--- src/rtl/photon_pulse_counter_pkg.sv ---
// Shared definitions for the photon pulse counter.
// Holds the mode encoding, the default counter width, the default gate
// window lengths (in clk cycles at 50 MHz) and the control FSM states.
package photon_pulse_counter_pkg;

    // Default width of the window and accumulated counters
    localparam int CNT_W = 32;

    // Mode encoding as seen on oMode / iMode_Req
    localparam logic [1:0] MODE_1 = 2'd0;
    localparam logic [1:0] MODE_2 = 2'd1;
    localparam logic [1:0] MODE_3 = 2'd2;
    localparam logic [1:0] MODE_4 = 2'd3;

    // Default gate window lengths in clk cycles
    localparam int unsigned GATE_M0_DEFAULT = 32'd50_000_000;
    localparam int unsigned GATE_M1_DEFAULT = 32'd25_000_000;
    localparam int unsigned GATE_M2_DEFAULT = 32'd5_000_000;
    localparam int unsigned GATE_M3_DEFAULT = 32'd500_000;

    // Control FSM states
    typedef enum logic [1:0] {
        ST_IDLE   = 2'd0,
        ST_RUN    = 2'd1,
        ST_SWITCH = 2'd2
    } pc_state_e;

endpackage

--- src/rtl/photon_pulse_counter_pulse_sync_edge.sv ---
// Two-flop synchroniser for the asynchronous detector pulse line followed
// by a registered rising-edge detector. edge_o is high for one cycle,
// three clk edges after pulse_i is first sampled high.
// Ports:
//   clk      system clock
//   rst_n    asynchronous active-low reset
//   pulse_i  raw asynchronous pulse line
//   edge_o   one-cycle rising-edge indication (registered)
module photon_pulse_counter_pulse_sync_edge (
    input  logic clk,
    input  logic rst_n,
    input  logic pulse_i,
    output logic edge_o
);

    logic sync1_q;
    logic sync2_q;
    logic prev_q;
    logic edge_q;

    // Synchroniser chain, previous-level flop and registered edge detect
    always_ff @(posedge clk or negedge rst_n) begin
        if (!rst_n) begin
            sync1_q <= 1'b0;
            sync2_q <= 1'b0;
            prev_q  <= 1'b0;
            edge_q  <= 1'b0;
        end else begin
            sync1_q <= pulse_i;
            sync2_q <= sync1_q;
            prev_q  <= sync2_q;
            edge_q  <= sync2_q & ~prev_q;
        end
    end

    assign edge_o = edge_q;

endmodule

--- src/rtl/photon_pulse_counter.sv ---
// Photon pulse counter: counts synchronised rising edges of the detector
// pulse line inside a gate window whose length depends on the active mode.
// At each window close the count is published with a one-cycle strobe and
// added to a saturating accumulated total.
// Ports:
//   clk, rst_n                 clock, asynchronous active-low reset
//   en                         counting enable (low freezes the window)
//   pulse_in                   asynchronous photon pulse line
//   iMode_Req                  requested mode
//   iBlock_Mode                downstream busy, defers a mode switch
//   iClr_Acc                   clears accumulated total and saturation flag
//   oMode                      active mode
//   oData_Update               one-cycle strobe, oPulse_Counter is new
//   oPulse_Counter             count of the last closed window
//   oPulseCounter_Accumulated  saturating running total
//   oAcc_Sat                   sticky: total reached all-ones
module photon_pulse_counter
    import photon_pulse_counter_pkg::*;
#(
    parameter int unsigned GATE_M0 = GATE_M0_DEFAULT,
    parameter int unsigned GATE_M1 = GATE_M1_DEFAULT,
    parameter int unsigned GATE_M2 = GATE_M2_DEFAULT,
    parameter int unsigned GATE_M3 = GATE_M3_DEFAULT,
    parameter int          CNT_W   = photon_pulse_counter_pkg::CNT_W
) (
    input  logic             clk,
    input  logic             rst_n,
    input  logic             en,
    input  logic             pulse_in,
    input  logic [1:0]       iMode_Req,
    input  logic             iBlock_Mode,
    input  logic             iClr_Acc,
    output logic [1:0]       oMode,
    output logic             oData_Update,
    output logic [CNT_W-1:0] oPulse_Counter,
    output logic [CNT_W-1:0] oPulseCounter_Accumulated,
    output logic             oAcc_Sat
);

    // Tick counter is independent of CNT_W so narrow counters still work
    // with long gate windows.
    localparam int TICK_W = 32;
    localparam logic [TICK_W-1:0] TICK_ZERO = {TICK_W{1'b0}};
    localparam logic [TICK_W-1:0] TICK_ONE  = {{(TICK_W-1){1'b0}}, 1'b1};
    localparam logic [CNT_W-1:0]  CNT_ZERO  = {CNT_W{1'b0}};
    localparam logic [CNT_W-1:0]  CNT_ONE   = {{(CNT_W-1){1'b0}}, 1'b1};
    localparam logic [CNT_W-1:0]  CNT_ONES  = {CNT_W{1'b1}};

    function automatic logic [TICK_W-1:0] gate_len(input logic [1:0] mode);
        case (mode)
            MODE_1:  return TICK_W'(GATE_M0);
            MODE_2:  return TICK_W'(GATE_M1);
            MODE_3:  return TICK_W'(GATE_M2);
            MODE_4:  return TICK_W'(GATE_M3);
            default: return TICK_W'(GATE_M0);
        endcase
    endfunction

    function automatic logic [CNT_W-1:0] sat_inc(input logic [CNT_W-1:0] cnt,
                                                 input logic             inc);
        if (inc && (cnt != CNT_ONES)) begin
            return cnt + CNT_ONE;
        end else begin
            return cnt;
        end
    endfunction

    function automatic logic [CNT_W-1:0] sat_add(input logic [CNT_W-1:0] a,
                                                 input logic [CNT_W-1:0] b);
        logic [CNT_W:0] sum;
        sum = {1'b0, a} + {1'b0, b};
        if (sum[CNT_W]) begin
            return CNT_ONES;
        end else begin
            return sum[CNT_W-1:0];
        end
    endfunction

    pc_state_e         state_q, state_d;
    logic [1:0]        mode_q;
    logic [TICK_W-1:0] tick_q;
    logic [CNT_W-1:0]  win_cnt_q;
    logic [CNT_W-1:0]  pulse_cnt_q;
    logic [CNT_W-1:0]  acc_q;
    logic              upd_q;
    logic              sat_q;

    logic              edge_s;
    logic              active_s;
    logic              close_s;
    logic              switch_s;
    logic [CNT_W-1:0]  win_next_s;
    logic [CNT_W-1:0]  acc_sum_s;

    photon_pulse_counter_pulse_sync_edge u_sync (
        .clk     (clk),
        .rst_n   (rst_n),
        .pulse_i (pulse_in),
        .edge_o  (edge_s)
    );

    // Window control decode and next-state logic. Counting follows en
    // directly (also in the cycle IDLE hands over to RUN), except in the
    // SWITCH cycle which restarts the window. A close always takes
    // precedence over a pending mode switch.
    always_comb begin
        active_s   = en && (state_q != ST_SWITCH);
        close_s    = active_s && (tick_q >= (gate_len(mode_q) - TICK_ONE));
        win_next_s = sat_inc(win_cnt_q, edge_s);
        acc_sum_s  = sat_add(acc_q, win_next_s);
        switch_s   = (state_q == ST_RUN) && en && !close_s &&
                     (iMode_Req != mode_q) && !iBlock_Mode;
        state_d    = state_q;
        case (state_q)
            ST_IDLE: begin
                if (en) begin
                    state_d = ST_RUN;
                end else begin
                    state_d = ST_IDLE;
                end
            end
            ST_RUN: begin
                if (!en) begin
                    state_d = ST_IDLE;
                end else if (switch_s) begin
                    state_d = ST_SWITCH;
                end else begin
                    state_d = ST_RUN;
                end
            end
            ST_SWITCH: state_d = ST_RUN;
            default:   state_d = ST_IDLE;
        endcase
    end

    // FSM state register
    always_ff @(posedge clk or negedge rst_n) begin
        if (!rst_n) begin
            state_q <= ST_IDLE;
        end else begin
            state_q <= state_d;
        end
    end

    // Mode latch, gate tick, window count and publish strobe
    always_ff @(posedge clk or negedge rst_n) begin
        if (!rst_n) begin
            mode_q      <= MODE_1;
            tick_q      <= TICK_ZERO;
            win_cnt_q   <= CNT_ZERO;
            pulse_cnt_q <= CNT_ZERO;
            upd_q       <= 1'b0;
        end else begin
            upd_q <= 1'b0;
            if (state_q == ST_SWITCH) begin
                // Partial window and any edge in this cycle are dropped
                mode_q    <= iMode_Req;
                tick_q    <= TICK_ZERO;
                win_cnt_q <= CNT_ZERO;
            end else if (close_s) begin
                // An edge on the close cycle belongs to the closing window
                tick_q      <= TICK_ZERO;
                win_cnt_q   <= CNT_ZERO;
                pulse_cnt_q <= win_next_s;
                upd_q       <= 1'b1;
            end else if (active_s) begin
                tick_q    <= tick_q + TICK_ONE;
                win_cnt_q <= win_next_s;
            end else begin
                tick_q    <= tick_q;
                win_cnt_q <= win_cnt_q;
            end
        end
    end

    // Accumulated total and sticky saturation; a clear overrides a close
    always_ff @(posedge clk or negedge rst_n) begin
        if (!rst_n) begin
            acc_q <= CNT_ZERO;
            sat_q <= 1'b0;
        end else begin
            if (iClr_Acc) begin
                acc_q <= CNT_ZERO;
                sat_q <= 1'b0;
            end else if (close_s) begin
                acc_q <= acc_sum_s;
                sat_q <= sat_q | (acc_sum_s == CNT_ONES);
            end else begin
                acc_q <= acc_q;
                sat_q <= sat_q;
            end
        end
    end

    assign oMode                     = mode_q;
    assign oData_Update              = upd_q;
    assign oPulse_Counter            = pulse_cnt_q;
    assign oPulseCounter_Accumulated = acc_q;
    assign oAcc_Sat                  = sat_q;

endmodule

--- config.mk ---
export PLATFORM = sky130hd
export DESIGN_NAME = photon_pulse_counter
export DESIGN_NICKNAME = d
export VERILOG_FILES = /design/src/rtl/photon_pulse_counter_pkg.sv /design/src/rtl/photon_pulse_counter_pulse_sync_edge.sv /design/src/rtl/photon_pulse_counter.sv
export SDC_FILE = /design/constraint.sdc
export NUM_CORES = 1
export LEC_CHECK = 0
export ABC_AREA = 1
export CORE_MARGIN = 5
export CORE_UTILIZATION = 45
export CTS_CLUSTER_SIZE = 40
export DETAILED_ROUTE_END_ITERATION = 10
export GPL_TIMING_DRIVEN = 0
export PLACE_DENSITY_LB_ADDON = 0.1
export SYNTH_ARGS = -nofsm -noshare
export SYNTH_HDL_FRONTEND = slang
export SYNTH_HIERARCHICAL = 1
export SYNTH_SLANG_ARGS = --single-unit
--- constraint.sdc ---
create_clock -name clk -period 9.2 [get_ports clk]
set_clock_uncertainty 0.05 [all_clocks]
set_input_delay 1.84 -clock clk [delete_from_list [all_inputs] [get_ports clk]]
set_output_delay 1.84 -clock clk [all_outputs]
set_load 0.02 [all_outputs]
==> results of run 1 <==
==> layout make-up <==
cell class,instances,area (um2)
plain buffers,33,169
clock buffers,17,425
clock inverters,15,176
fillers,2234,10600
inverters,243,916
multi-input cells,1061,5650
flip-flops and latches,138,3450
well taps,285,357
repair buffers,76,779
==> power by group through the flow <==
stage	clock (W)	sequential (W)	combinational (W)
floorplan	0	0.000799	0.000288
global placement	0	0.000757	0.000537
detailed placement	0	0.000757	0.000548
CTS	0.000724	0.000748	0.000551
global route	0.000752	0.000759	0.000616
finish	0.000714	0.000749	0.000551
==> cell usage after synthesis, types with 25 or more instances <==
| master | count | area share, % |
|---|---|---|
| nor2_1 | 99 | 3.6 |
| o21ai_0 | 62 | 3.0 |
| xor2_1 | 38 | 3.3 |
| a21oi_1 | 41 | 2.0 |
| nand2_1 | 468 | 17 |
| dfrtp_1 | 138 | 34 |
| ha_1 | 63 | 7.7 |
| nand3_1 | 108 | 5.3 |
| nand4_1 | 26 | 1.6 |
| inv_1 | 236 | 8.7 |
| o22ai_1 | 25 | 1.5 |
==> cell usage in the layout (no fill, tap or decap), types with 3 or more instances in the layout <==
cell,synthesis,final
ha_1,63,63
and2_1,3,3
o22ai_1,25,25
inv_1,236,236
nand3_1,108,108
clkinv_1,3,3
nor3_2,7,7
nor2_2,14,14
nor4_1,5,5
nor2_1,99,99
xor2_1,38,38
nor3_1,15,15
inv_8,0,3
nand3b_1,5,5
clkdlybuf4s50_1,0,74
xnor2_1,5,5
clkbuf_1,18,18
o31ai_1,3,3
buf_2,9,9
xor2_2,5,5
a21oi_1,41,41
nand4_1,26,26
nand2_2,18,18
o21ai_0,62,62
or2_2,3,3
clkbuf_16,0,17
o21ai_1,15,15
buf_6,4,5
nand3_2,8,8
inv_6,0,7
dfrtp_1,138,138
nand2_1,468,468
==> flip-flops by register name, summed over array words and instances, names as in the netlist <==
register                   count
u_sync/sync1_q                 1
u_sync/prev_q                  1
oPulseCounter_Accumulated     32
oPulse_Counter                32
u_sync/sync2_q                 1
tick_q                        32
state_q                        2
oData_Update                   1
oAcc_Sat                       1
win_cnt_q                     32
oMode                          2
u_sync/edge_o                  1
==> per-stage QoR <==
stage | cells | power (W) | area, um2 | hold WS [ns] | utilization, %
after floorplan | 1475 | 0.00109 | 10200 | 0.281 | -
after detailed placement | 1836 | 0.00131 | 11300 | 0.307 | 50.3
after global routing | 1868 | 0.00213 | 11900 | 0.325 | 53.0
final | 1868 | 0.00201 | 11900 | 0.317 | 53.0
after CTS | 1868 | 0.00202 | 11900 | 0.323 | 53.0
after global placement | 1835 | 0.00129 | 11300 | 0.287 | 50.2
==> cell families (layout without fill, tap and decap cells) <==
kind of cell | Yosys count | count (layout)
multiplexers | 1 | 1
flip-flops | 138 | 138
AND/OR/NAND/NOR | 791 | 791
XOR/XNOR | 48 | 48
adder cells (fa/ha/maj) | 64 | 64
buffers and inverters | 276 | 384
AO/OA/AOI/OAI | 156 | 156
other | 1 | 1
==> worst max path at each step <==
stage	start	end	slack (ns)	cells after the start
after floorplan	win_cnt_q[4]	oAcc_Sat	5.92	28
after global placement	rst_n	u_sync/sync1_q	0.42	1
after detailed placement	win_cnt_q[1]	oAcc_Sat	4.83	25
after CTS	win_cnt_q[1]	oAcc_Sat	4.80	25
after global routing	win_cnt_q[4]	oAcc_Sat	4.37	26
final	win_cnt_q[1]	oAcc_Sat	4.69	25
==> per-layer routing <==
metal  vias up  wire length, um  GRT usage, %
li1       4868                -             -
met1      4331            15500          36.4
met2       281            12700          34.8
met3        38             1860          4.62
met4         0              629          6.10
met5         -                0             0
==> metrics.md, run 1 <==
| Metric | Value |
|---|---|
| Area share of fa/ha/maj cells after synthesis | `7.93%` |
| Power Dens Cells | `169 mW/mm2` |
| Worst-path clk slew | `0.07 ns` |
| Main combinational cell family by area after synthesis | `simple AND/OR/NAND/NOR gates` |
| Nets@finish | `1642` |
| Switching power | `0.000705 W` |
| Max Slew Vio Count | `0` |
| Worst reg-to-reg path cell count | `25` |
| R2R setup slack | `4.69 ns` |
| Ys async rst share | `100%` |
| Post-place setup slack | `4.83 ns` |
| Via count | `9518` |
| CTS tree | `done` |
| Hold Startpoint | `u_sync/sync1_q` |
| IO buf count | `75` |
| Die W | `160 um` |
| Clock power share | `35.5%` |
| Row count | `55` |
| EDFF count, synth | `0` |
| Worst path most repeated cell | `nand2_1` |
| Via density | `5.10` |
| Clock latency on the worst-skew pair | `0.43 ns` |
| First-pass GRT wire length | `48.9 mm` |
| Post-DRT Antenna Nets | `0` |
| Longest Clk Path Bufs | `2` |
| DP Wirelength | `24.4 mm` |
| Global route overflow | `0` |
| Fmax | `222 MHz` |
| Final min period | `4.51 ns` |
| Static leakage | `6.05 nW` |
| Crit-path max FO | `9` |
| WS Path Type | `flop to flop` |
| Part of the cycle the worst path needs | `49.0%` |
| Core area | `0.0225 mm2` |
| Crit path required time | `9.51 ns` |
| Setup TNS | `0 ns` |
| RSZ-0062 raised after global routing | `false` |
| Int Power | `0.00131 W` |
| Synth Warn # | `6` |
| Combinational share of power | `27.3%` |
| Initial Utilization | `45.3%` |
| Global Route Usage Sum | `23.9%` |
| Hold Path Class | `flop to flop` |
| Largest net degree at the start of global routing | `89` |
| Slowest cell on the critical path | `dfrtp_1` |
| I/O Pins | `76` |
| FF+latch count, synth | `138` |
| Iter 0 DRT Violations | `652` |
| Synth Area in XOR/XNOR | `4.49%` |
| Final Hold Violating Endpoints | `0` |
| Top_reg_cell synth | `dfrtp_1` |
| Endpoint type of the worst setup path | `flop` |
| Worst path bufs/invs | `2` |
| Layout cell share with drive strength beyond 1 | `7.58%` |
| Num CTS Buffers | `17` |
| Status | `finished, final reports clean` |
| RD Place Congestion | `0.901` |
| Cts hold-fix bufs | `0` |
| Slew at the pin closest to its max-slew limit | `0.853 ns` |
| Synth Area in Compound Gates | `8.40%` |
| Die ar. | `0.0258 mm2` |
| Max rail drop VDD | `0.144 mV` |
| Post-synthesis mux area share | `0.0982%` |
| Post-cts resize count | `0` |
| Slowest cell delay on critical path | `0.42 ns` |
| Ant diodes | `0` |
| Worst path top cell family by delay | `simple AND/OR/NAND/NOR gates` |
| Final setup fails | `0` |
| H-tree depth | `4` |
| Post-Synthesis Cells | `1475` |
| DR DRC count | `0` |
| Synth Area per Inst | `6.91 um2` |
| Clk Tree Root Cell | `clkbuf_16` |
| Post-Syn Area | `0.0102 mm2` |
| Share of power burned in registers | `37.2%` |
| Arrival time worst endpoint | `4.82 ns` |
| Worst r2r dst | `oAcc_Sat` |
| Setup Buffers After CTS | `0` |
| Hold Crit Endpoint | `u_sync/sync2_q` |
| Max_slew headroom | `43.1%` |
| Final setup margin | `4.69 ns` |
| Number of global-route vias before repair | `8788` |
| WL/cell | `16.4 um` |
| Hold Path Depth | `0` |
| Register area share after synthesis | `33.9%` |
| Post-Synth Simple-Gate Area | `34.5%` |
| Worst r2r src | `win_cnt_q[1]` |
| Initial antenna violation count | `0` |
| Syn Nets | `1547` |
| Die Height | `160 um` |
| Switch share | `35.0%` |
| P&R area growth vs syn | `17.1%` |
| WL final | `30.7 mm` |
| # Max-Cap Violations | `0` |
| First-pass iteration count of the detailed router | `5` |
| Type of origin of the critical path | `flop` |
| Library cells used by synthesis | `52` |
| Sink Count | `138` |
Power figures use the tool's default switching activity.
==> inputs of run 2 (changes only) <==
Clock period 9.2 ns to 3.9 ns, I/O delays scaled along.
==> metrics.md, run 2 (synthesized netlist as in run 1, its figures left out) <==
| Metric | Value |
|---|---|
| Status | `finished with violations (was finished, final reports clean)` |
| Failing checks | `setup timing` |
| Via density | `5.16 (was 5.10)` |
| Core area | `0.0225 mm2 (unchanged)` |
| P&R area growth vs syn | `32.8% (was 17.1%)` |
| Global Route Usage Sum | `24.9% (was 23.9%)` |
| Via count | `9984 (was 9518)` |
| DP Wirelength | `24.4 mm (unchanged)` |
| Hold Path Class | `flop to flop (unchanged)` |
| WL/cell | `17.1 um (was 16.4 um)` |
| Post-DRT Antenna Nets | `0 (unchanged)` |
| First-pass GRT wire length | `50.7 mm (was 48.9 mm)` |
| Worst-path clk slew | `0.07 ns (about the same)` |
| IO buf count | `75 (unchanged)` |
| Cts hold-fix bufs | `0 (unchanged)` |
| DR DRC count | `0 (unchanged)` |
| Crit path required time | `4.21 ns (was 9.51 ns)` |
| Endpoint type of the worst setup path | `flop (unchanged)` |
| Most common cell after layout, fill and taps aside | `nand2_1 (unchanged)` |
| Placed insts | `1836 (unchanged)` |
| Static leakage | `6.68 nW (was 6.05 nW)` |
| CTS tree | `done (unchanged)` |
| RSZ-0062 raised after global routing | `true (was false)` |
| Crit-path max FO | `6 (was 9)` |
| RD Place Congestion | `0.901 (unchanged)` |
| Part of the cycle the worst path needs | `101% (was 49.0%)` |
| Final setup margin | `-0.0214 ns (was 4.69 ns)` |
| Longest Clk Path Bufs | `2 (unchanged)` |
| Post-layout util | `60.1% (was 53.0%)` |
| Slowest cell on the critical path | `dfrtp_2 (was dfrtp_1)` |
| Number of global-route vias before repair | `9148 (was 8788)` |
| Slowest cell delay on critical path | `0.48 ns (was 0.42 ns)` |
| Worst path top cell family by delay | `simple AND/OR/NAND/NOR gates (unchanged)` |
| Die W | `160 um (unchanged)` |
| Arrival time worst endpoint | `4.23 ns (was 4.82 ns)` |
| Total power | `0.00491 W (was 0.00201 W)` |
| H-tree depth | `4 (unchanged)` |
| Largest net degree at the start of global routing | `89 (unchanged)` |
| Layout cell share with drive strength beyond 1 | `20.6% (was 7.58%)` |
| Num CTS Buffers | `17 (unchanged)` |
| Initial antenna violation count | `0 (unchanged)` |
| Ant diodes | `0 (unchanged)` |
| Max_slew headroom | `43.9% (was 43.1%)` |
| Fmax | `255 MHz (was 222 MHz)` |
| Row count | `55 (unchanged)` |
| I/O Pins | `76 (unchanged)` |
| Final setup fails | `1 (was 0)` |
| Max rail drop VDD | `0.328 mV (was 0.144 mV)` |
| Power Dens Cells | `363 mW/mm2 (was 169 mW/mm2)` |
| Max Slew Vio Count | `0 (unchanged)` |
| # Max-Cap Violations | `0 (unchanged)` |
| Clock latency on the worst-skew pair | `0.43 ns (about the same)` |
| First-pass iteration count of the detailed router | `5 (unchanged)` |
| Global route overflow | `0 (unchanged)` |
| WS Path Type | `flop to flop (unchanged)` |
| Iter 0 DRT Violations | `629 (was 652)` |
| Worst path bufs/invs | `5 (was 2)` |
| Sink Count | `138 (unchanged)` |
| Most frequent cells in the layout | `431 x nand2_1, 225 x inv_1, 128 x dfrtp_1, 102 x nand3_1, 76 x nor2_1 (was 468 x nand2_1, 236 x inv_1, 138 x dfrtp_1, 108 x nand3_1, 99 x nor2_1)` |
| Final min period | `3.92 ns (was 4.51 ns)` |
| WL final | `33.0 mm (was 30.7 mm)` |
| Type of origin of the critical path | `flop (unchanged)` |
| Non-Filler Instances | `1934 (was 1868)` |
| Worst path most repeated cell | `nand2_2 (was nand2_1)` |
| Initial Utilization | `45.3% (unchanged)` |
| Final Hold Violating Endpoints | `0 (unchanged)` |
| Slew at the pin closest to its max-slew limit | `0.842 ns (was 0.853 ns)` |
| Die Height | `160 um (unchanged)` |
| Setup TNS | `-0.0214 ns (was 0 ns)` |
| Clk Tree Root Cell | `clkbuf_16 (unchanged)` |
| Nets@finish | `1708 (was 1642)` |
| Worst hold margin | `0.318 ns (was 0.317 ns)` |
| Die ar. | `0.0258 mm2 (unchanged)` |
-- run 2: through the flow --
| stage | worst slack, ns | cell area, um2 |
|---|---|---|
| final | -0.0214 | 13500 |
| after CTS | 0.00333 | 12700 |
| after floorplan | 0.617 | 10200 |
| after global placement | -3.82 | 11300 |
| after detailed placement | -0.475 | 11300 |
| after global routing | -0.209 | 13500 |
-- run 2: layout make-up --
class,instances,area (um2)
Timing Repair Buffer,143,1350
Inverter,243,923
Multi-Input combinational cell,1061,6670
Buffer,32,161
Sequential cell,138,3470
Clock inverter,15,176
Fill cell,2023,8970
Tap cell,285,357
Clock buffer,17,425
-- run 2: final timing paths --
kind,startpoint,to,slack [ns],cells after the start
hold / removal,u_sync/sync1_q,u_sync/sync2_q,0.32,0
hold reg to reg,u_sync/sync1_q,u_sync/sync2_q,0.32,0
min in group asynchronous,rst_n,oPulseCounter_Accumulated[11],0.38,1
setup / recovery,win_cnt_q[20],oAcc_Sat,-0.02,29
setup reg to reg,win_cnt_q[20],oAcc_Sat,-0.02,29
max in group asynchronous,rst_n,win_cnt_q[26],2.63,2
-- run 2: power by group --
group / switching (W) / internal [W] / leakage, nW
logic: 0.000860 / 0.000591 / 4.53
registers: 0.000161 / 0.00161 / 1.86
clock network: 0.000720 / 0.000970 / 0.296
-- run 2: repair_timing --
action,CTS,global route
resized for setup,93,140
cloned,1,0
hold endpoints to repair,0,0
pin swaps,23,62
setup buffers,33,33
setup endpoints to repair,33,33
-- run 2: metal layers --
metal / share of wire, % / up-vias / routed length (um) / GRT usage [%]
met3: 5.3 / 40 / 1740 / 5.00
li1: - / 4995 / - / -
met1: 49 / 4667 / 16200 / 37.2
met4: 2.0 / 0 / 671 / 7.00
met5: 0 / - / 0 / 0
met2: 44 / 282 / 14400 / 36.5
